==> config.mk <==
export PLATFORM = sky130hd
export DESIGN_NAME = scu_dsp_dma_ctl
export DESIGN_NICKNAME = d
export VERILOG_FILES = /design/src/rtl/scu_dsp_dma_ctl.sv
export SDC_FILE = /design/constraint.sdc
export NUM_CORES = 1
export LEC_CHECK = 0
export CORE_MARGIN = 5
export CORE_UTILIZATION = 50
export DETAILED_ROUTE_END_ITERATION = 6
export PLACE_DENSITY = 0.82
export SYNTH_ARGS = -nofsm -noshare
export SYNTH_HDL_FRONTEND = slang
export SYNTH_SLANG_ARGS = --single-unit
==> constraint.sdc <==
create_clock -name CLK -period 6.3 [get_ports CLK]
set_clock_uncertainty 0.05 [all_clocks]
set_input_delay 0.63 -clock CLK [delete_from_list [all_inputs] [get_ports CLK]]
set_output_delay 0.63 -clock CLK [all_outputs]
set_load 0.005 [all_outputs]
==> src/rtl/scu_dsp_dma_ctl.sv <==
// rtl/scu_dsp_dma_ctl.sv - SCU DSP bus-side DMA engine: one bus word per DSP request.
// Optional bus watchdog enabled by defining SCUDSP_DMA_TIMEOUT_EN.
module scu_dsp_dma_ctl #(
  parameter int TIMEOUT_CYC = 1024,
  parameter int END_CEF     = 2
) (
  input  logic        CLK,
  input  logic        RST_N,
  input  logic        CE_R,
  input  logic        CE_F,
  input  logic [31:0] DSO,
  input  logic        RA0W,
  input  logic        WA0W,
  input  logic        DMAW,
  input  logic [31:0] DMA_DO,
  input  logic        DMA_WE,
  input  logic        DMA_REQ,
  input  logic        DMA_RUN,
  input  logic        DMA_LAST,
  output logic [31:0] DMA_DI,
  output logic        DMA_ACK,
  output logic        DMA_END,
  output logic [26:0] BUS_ADDR,
  output logic [31:0] BUS_DO,
  output logic        BUS_WE,
  output logic        BUS_REQ,
  input  logic [31:0] BUS_DI,
  input  logic        BUS_ACK,
  output logic        BUS_ERR
);

  localparam logic [1:0] S_IDLE = 2'd0;
  localparam logic [1:0] S_BUSW = 2'd1;
  localparam logic [1:0] S_HSK  = 2'd2;
  localparam logic [1:0] S_DONE = 2'd3;

  localparam int ECW = $clog2(END_CEF + 1);
  localparam logic [ECW-1:0] END_LAST = ECW'(END_CEF - 1);

  logic [1:0]     state;
  logic [24:0]    ra0, wa0, ptr;
  logic [2:0]     add;
  logic           hold, dir, wb_pend;
  logic [ECW-1:0] end_cnt;
  logic           tmo_hit;

  logic [31:0] dma_di, bus_do;
  logic [26:0] bus_addr;
  logic        dma_ack, dma_end, bus_we, bus_req;

  // Word-address increment: writes step by the ADD code, reads always by one word.
  function automatic logic [24:0] ptr_step(input logic wr, input logic [2:0] code);
    if (!wr) return 25'd1;
    if (code == 3'd0) return 25'd0;
    return 25'd1 << (code - 3'd1);
  endfunction

  always_ff @(posedge CLK) begin
    if (!RST_N) begin
      state    <= S_IDLE;
      ra0      <= '0;
      wa0      <= '0;
      ptr      <= '0;
      add      <= '0;
      hold     <= 1'b0;
      dir      <= 1'b0;
      wb_pend  <= 1'b0;
      end_cnt  <= '0;
      dma_di   <= '0;
      dma_ack  <= 1'b0;
      dma_end  <= 1'b0;
      bus_addr <= '0;
      bus_do   <= '0;
      bus_we   <= 1'b0;
      bus_req  <= 1'b0;
    end else begin
      if (RA0W) ra0 <= DSO[24:0];
      if (WA0W) wa0 <= DSO[24:0];

      case (state)
        S_IDLE: begin
          if (DMAW) begin
            hold <= DSO[14];
            add  <= DSO[17:15];
            dir  <= DSO[12];
            ptr  <= DSO[12] ? wa0 : ra0;
          end else if (DMA_RUN && DMA_REQ) begin
            bus_do   <= DMA_DO;
            bus_addr <= {ptr, 2'b00};
            bus_we   <= DMA_WE;
            bus_req  <= 1'b1;
            state    <= S_BUSW;
          end
        end
        S_BUSW: begin
          if (!DMA_RUN) begin
            bus_req <= 1'b0;
            state   <= S_IDLE;
          end else if (BUS_ACK || tmo_hit) begin
            bus_req <= 1'b0;
            if (tmo_hit)
              dma_di <= '0;
            else if (!bus_we)
              dma_di <= BUS_DI;
            ptr     <= ptr + ptr_step(dir, add);
            dma_ack <= 1'b1;
            state   <= S_HSK;
          end
        end
        S_HSK: begin
          if (!DMA_RUN) begin
            dma_ack <= 1'b0;
            state   <= S_IDLE;
          end else if (CE_R) begin
            // The DSP consumes the word and samples DMA_LAST on this same edge.
            dma_ack <= 1'b0;
            if (DMA_LAST) begin
              dma_end <= 1'b1;
              end_cnt <= '0;
              wb_pend <= ~hold;
              state   <= S_DONE;
            end else begin
              state <= S_IDLE;
            end
          end
        end
        S_DONE: begin
          // Placed after the RA0W/WA0W loads so the writeback wins a same-cycle write.
          if (wb_pend) begin
            wb_pend <= 1'b0;
            if (dir) wa0 <= ptr;
            else     ra0 <= ptr;
          end
          if (CE_F) begin
            if (end_cnt == END_LAST) begin
              dma_end <= 1'b0;
              state   <= S_IDLE;
            end else begin
              end_cnt <= end_cnt + 1'b1;
            end
          end
        end
        default: state <= S_IDLE;
      endcase
    end
  end

`ifdef SCUDSP_DMA_TIMEOUT_EN
  localparam int TW = $clog2(TIMEOUT_CYC + 1);

  logic [TW-1:0] tmo_cnt;
  logic          bus_err;

  assign tmo_hit = (state == S_BUSW) && !BUS_ACK && (tmo_cnt == TW'(TIMEOUT_CYC - 1));

  always_ff @(posedge CLK) begin
    if (!RST_N) begin
      tmo_cnt <= '0;
      bus_err <= 1'b0;
    end else begin
      if (state == S_BUSW) tmo_cnt <= tmo_cnt + 1'b1;
      else                 tmo_cnt <= '0;
      if (tmo_hit && DMA_RUN) bus_err <= 1'b1;
    end
  end

  assign BUS_ERR = bus_err;
`else
  assign tmo_hit = (TIMEOUT_CYC < 0);
  assign BUS_ERR = 1'b0;
`endif

  logic unused_dso;
  assign unused_dso = ^DSO[31:25];

  assign DMA_DI   = dma_di;
  assign DMA_ACK  = dma_ack;
  assign DMA_END  = dma_end;
  assign BUS_ADDR = bus_addr;
  assign BUS_DO   = bus_do;
  assign BUS_WE   = bus_we;
  assign BUS_REQ  = bus_req;

endmodule

Word-level counts from Yosys, hierarchy flattened

Index checks and enable logic that the tools add are counted.

Register bits: 178
Input port bits: 108
Logic and storage cells: 124
Output and inout port bits: 96

Bitwise gates (word level): 3
Reductions and logical operators: 16
Shifts and indexed selects: 1
Muxes and demuxes: 68
$add $sub $neg: 3
Equality and inequality tests: 17

Operators with widths:

| cell                   | count |
|---|---|
| $mux W25               | 20 |
| $pmux W25 S2           | 1 |
| $mux W2                | 14 |
| $mux W1                | 27 |
| $add A25 B25 Y25       | 1 |
| $shl A1 B3 Y25 const A | 1 |
| $ne A2 B2 Y1 const B   | 11 |
| $reduce_and A4 Y1      | 5 |
| $reduce_and A6 Y1      | 3 |
| $pmux W1 S2            | 4 |
| $pmux W2 S4            | 1 |
| $ne A3 B3 Y1 const B   | 2 |
| $reduce_bool A2 Y1     | 3 |
| $eq A2 B1 Y1 const B   | 2 |
| $eq A2 B2 Y1 const B   | 2 |
| $pmux W2 S2            | 1 |
| $logic_not A3 Y1       | 1 |
| $not A1 Y1             | 3 |
| $reduce_and A3 Y1      | 1 |
| $sub A3 B1 Y3 const B  | 1 |
| $add A2 B1 Y2 const B  | 1 |
| $logic_not A2 Y1       | 1 |
| $reduce_and A2 Y1      | 1 |
| $logic_and A1 B1 Y1    | 1 |

Depth between registers and ports, before layout

Depth after elaboration: 20
Gate-level depth with buffers: 9
Depth with buffers taken out: 9

Worst setup path before layout

Ideal clock, no wire load.

Path kind: register to register
From: register dir
To: register ptr[15]
Data required time: 6.119 ns
Path buffers: 0
Library setup time: 0.131 ns
Data arrival time: 2.277 ns
Slack: 3.841 ns
Stages on the path, launching flop included: 8
Period minus slack after synthesis: 2.459 ns
Cells stage by stage: dfxtp_1 -> nor4bb_1 -> ha_1 -> a21o_1 -> and4_1 -> o211ai_1 -> and2_1 -> o311ai_1

Longest elaborated chain between the ends: 14

Ends and longest elaborated chain:

| item                   | line | source |
|---|---|---|
| start, declared        | 43   | `logic hold, dir, wb_pend;` |
| start signal, assigned | 85   | `dir <= DSO[12];` |
| $mux W1                | 53   | `if (!wr) return 25'd1;` |
| $mux W1                | 99   | `end else if (BUS_ACK \|\| tmo_hit) begin` |
| $mux W1                | 96   | `if (!DMA_RUN) begin` |
| $mux W1                | 80   | `case (state)` |
| $mux W1                | 59   | `if (!RST_N) begin` |
| $mux W25               | 54   | `if (code == 3'd0) return 25'd0;` |
| $mux W25               | 99   |  |
| $mux W25               | 96   |  |
| $mux W25               | 80   |  |
| $mux W25               | 59   |  |
| $add A25 B25 Y25       | 105  | `ptr <= ptr + ptr_step(dir, add);` |
| $mux W25               | 99   |  |
| $mux W25               | 96   |  |
| $pmux W25 S2           | 80   |  |
| end signal, assigned   | 86   | `ptr <= DSO[12] ? wa0 : ra0;` |
| end signal, assigned   | 105  |  |
| end, declared          | 41   | `logic [24:0] ra0, wa0, ptr;` |

No other way between the ends. The select of a mux whose other input is x is not followed.
A chain may end at the register's enable or synchronous reset.

Final worst setup path

From: register dir
To: register ptr[17]

Same word-level chain as after synthesis.

==> key figures <==
Run status
  – Status: complete, no violations

Floorplan
  – Initial Util: 50.3%
  – CORE AREA: 16400 um2
  – IO Count: between 200 and 250
  – Die Y: ~140 um
  – Row Count: 47
  – Die Width: about 140 um
  – Die ar.: approximately 19000 um2

CTS
  – CTS clk-pin slew, worst paths: ~0.07 ns
  – Longest Clk Path Bufs: 2
  – PostCTS Resize Cnt: 0
  – Root Driver: clkbuf_16
  – Inserted Clock Buffers: 17
  – # H-tree levels: 4
  – CTS sink cnt: between 150 and 200
  – Post-CTS Hold Fix Bufs: 0
  – Clk_lat worst skew: 0.44 ns
  – CTS tree: yes
  – Post-CTS Setup Repair Bufs: 0

Setup path
  – Most frequent CP cell: o211ai_1
  – CP required: between 6 and 7 ns
  – Crit start category: register
  – Reg-to-Reg End: ptr[17]$_SDFFE_PN0P_
  – CP delay by family, top: simple AND/OR/NAND/NOR gates
  – Critical setup path kind: reg2reg
  – Crit path cell chain: nor4bb_1 > ha_1 > a21o_1 > and4_1 > o211ai_1 > and2_1 > o211ai_1
  – CP max FO: 10
  – Worst EP arrival: approximately 3.3 ns
  – Worst r2r src: dir$_SDFFE_PN0P_
  – Slowest cell delay on critical path: roughly 0.64 ns
  – Reg-to-reg setup timing slack: roughly 3.3 ns
  – Worst reg2reg path depth: 7
  – Critical path endpoint category: register
  – WP buf/inv: 0
  – Slowest stage cell on the critical path: o211ai_1

Routing
  – Wirelength per Cell: about 17 um
  – Final wirelength: roughly 24000 um
  – Drt drc: 0
  – Routed Antenna Nets: 0
  – Number of DRC markers in iteration 0: 716
  – Detail-routed via count per cell: 5.68
  – Via count: roughly 7900
  – Pre-antenna DRT Iters: 6

Layout
  – Share of cells above drive strength 1: slightly below 5%
  – Most frequent cells in the layout: nand2_1, clkdlybuf4s50_1, dfxtp_1
  – Most common cell after layout, fill and taps aside: nand2_1
  – Area delta synth->final: 30.7%
  – Final #Nets: 1274
  – Fillers: between 1000 and 1500
  – Multi-input logic area: around 4300 um2
  – Register area: roughly 3600 um2
  – Antenna cells: 0

Pwr
  – Static leakage: roughly 4 nW
  – Peak VDD IR: just under 0.2 mV
  – Final Power: roughly 2.5 mW
  – Cell area power density: ~230 nW/um2

Timing
  – Fmax: roughly 330 MHz
  – Final hold violations: 0
  – Crit path time final: between 3 and 4 ns
  – Final setup viols: 0
  – Max-slew headroom: ~28%
  – Setup TNS: 0 ns
  – Final slew viol count: 0
  – Worst-Margin Slew: around 1.1 ns
  – RSZ-0062 raised after global routing: false
  – Final period util: between 40% and 50%

Global routing
  – GRT Util Overall: between 20% and 30%
  – Vias in the first global route: around 7300
  – GRT overflow: 0
  – Global-route wire length before repair: around 38000 um
  – Initial antenna violation count: 0
  – Largest net degree at the start of global routing: 98

Place
  – GPL Wtd Cong: 0.910
  – PortBufs: approximately 190
  – DP HPWL: 15900 um

Logic synthesis
  – Number of synthesized register bits: roughly 180
  – Synth cell types: 62
  – Mapped Cells: about 1000
  – Dominant synthesized flop cell: dfxtp_1
  – Seq/Total Area, Yosys: about 43%
  – Yosys warning count: 0
  – Number of synthesized flops with an enable pin: 0
  – Post-synth ARST share: 0%
  – Mapped cell area: a little over 8000 um2
  – Mean Syn Cell Area: 8.11 um2

Run
  – MaxCap Viol Count: 0

Min path
  – Worst Hold Class: reg2reg
  – Worst hold start: BUS_ADDR[7]$_SDFFE_PN0P_
  – Hold Crit Depth: 2
  – Min-Delay Endpoint: BUS_ADDR[7]$_SDFFE_PN0P_
metal layers:
layer  vias up  part of all wire [%]  track usage [%]
met5         -                     0                0
met4         0                   2.1             7.80
met3        37                   6.9             5.59
met2       286                    48             40.1
met1      3712                    43             31.3
li1       3860                     -                -
tightest hold or removal path, cell delays in order (launching register included):
cell,delay [ns]
dfxtp_1,0.31
nand2_1,0.05
a21oi_1,0.05
cells by family after synthesis:
group / count (synthesis) / share of synthesized area (%)
AOI/OAI and AO/OA: 258 / 19.5
xor gates and xnor gates: 4 / 0.425
adders and majority gates: 10 / 1.61
buffers and inverters: 97 / 4.93
DFF: 178 / 43.2
muxes: 76 / 9.24
other: 1 / 0.0455
and+or+nand+nor: 393 / 21.1
report_power, final:
group          leakage [nW]  switching [mW]  internal, mW
clock                 0.276           0.485         0.543
combinational          2.35           0.126         0.137
sequential             1.45          0.0375          1.17
flip-flops by register name (all words and copies together) (netlist names), 2 cells and up:
signal / count
ra0: 25
DMA_DI: 32
end_cnt: 2
BUS_ADDR: 25
ptr: 25
wa0: 25
state: 2
BUS_DO: 32
add: 3
per-stage QoR:
| step | setup WS, ns | util [%] | instance area [um2] | hold slack [ns] | instances |
|---|---|---|---|---|---|
| after floorplan | 3.84 | - | 8260 | 0.387 | 1020 |
| after global placement | 3.09 | 62.2 | 10200 | 0.390 | 1357 |
| after detailed placement | 3.11 | 62.2 | 10200 | 0.396 | 1357 |
| after CTS | 3.33 | 65.7 | 10800 | 0.405 | 1389 |
| after global routing | 3.08 | 65.7 | 10800 | 0.422 | 1389 |
| final | 3.30 | 65.7 | 10800 | 0.404 | 1389 |
worst max-delay path by stage:
stage	cells past startpoint	end	startpoint	slack, ns
3_5_place_dp	6	ptr[8]$_SDFFE_PN0P_	DMA_RUN	3.11
3_3_place_gp	7	ptr[14]$_SDFFE_PN0P_	RST_N	3.09
6_report	7	ptr[17]$_SDFFE_PN0P_	dir$_SDFFE_PN0P_	3.30
4_1_cts	7	ptr[15]$_SDFFE_PN0P_	dir$_SDFFE_PN0P_	3.33
2_1_floorplan	7	ptr[15]$_SDFFE_PN0P_	dir$_SDFFE_PN0P_	3.84
5_1_grt	7	ptr[19]$_SDFFE_PN0P_	dir$_SDFFE_PN0P_	3.08
area by class of cell:
class / count / share of cell area (%)
multi-input combinational: 745 / 39.9
clock inverter: 12 / 1.09
tap: 220 / 2.55
clock buffer: 20 / 4.24
timing repair buffer: 207 / 18.9
sequential: 178 / 33.1
inverter: 7 / 0.267
Yosys cell counts, types with 4 or more instances:
master | n | area share (%)
a21o_1 | 11 | 1.0
a31oi_1 | 5 | 0.38
dfxtp_1 | 178 | 43
a211oi_1 | 58 | 5.3
a21oi_1 | 126 | 7.6
buf_4 | 5 | 0.46
nand3_1 | 20 | 1.2
nand2_1 | 221 | 10
nor2_1 | 73 | 3.3
buf_2 | 19 | 1.2
nor3_1 | 16 | 0.97
o21ai_0 | 10 | 0.61
nand4_1 | 8 | 0.61
and2_1 | 4 | 0.30
ha_1 | 9 | 1.4
or4_1 | 5 | 0.46
buf_1 | 9 | 0.41
inv_1 | 7 | 0.32
mux2i_1 | 75 | 9.1
o211ai_1 | 15 | 1.4
o21ai_1 | 6 | 0.36
nor3b_1 | 8 | 0.73
clkbuf_1 | 57 | 2.6
and3_1 | 12 | 0.91
nand2b_1 | 5 | 0.38
nor4_1 | 4 | 0.30
No activity file was read; power rests on OpenSTA's default activity.
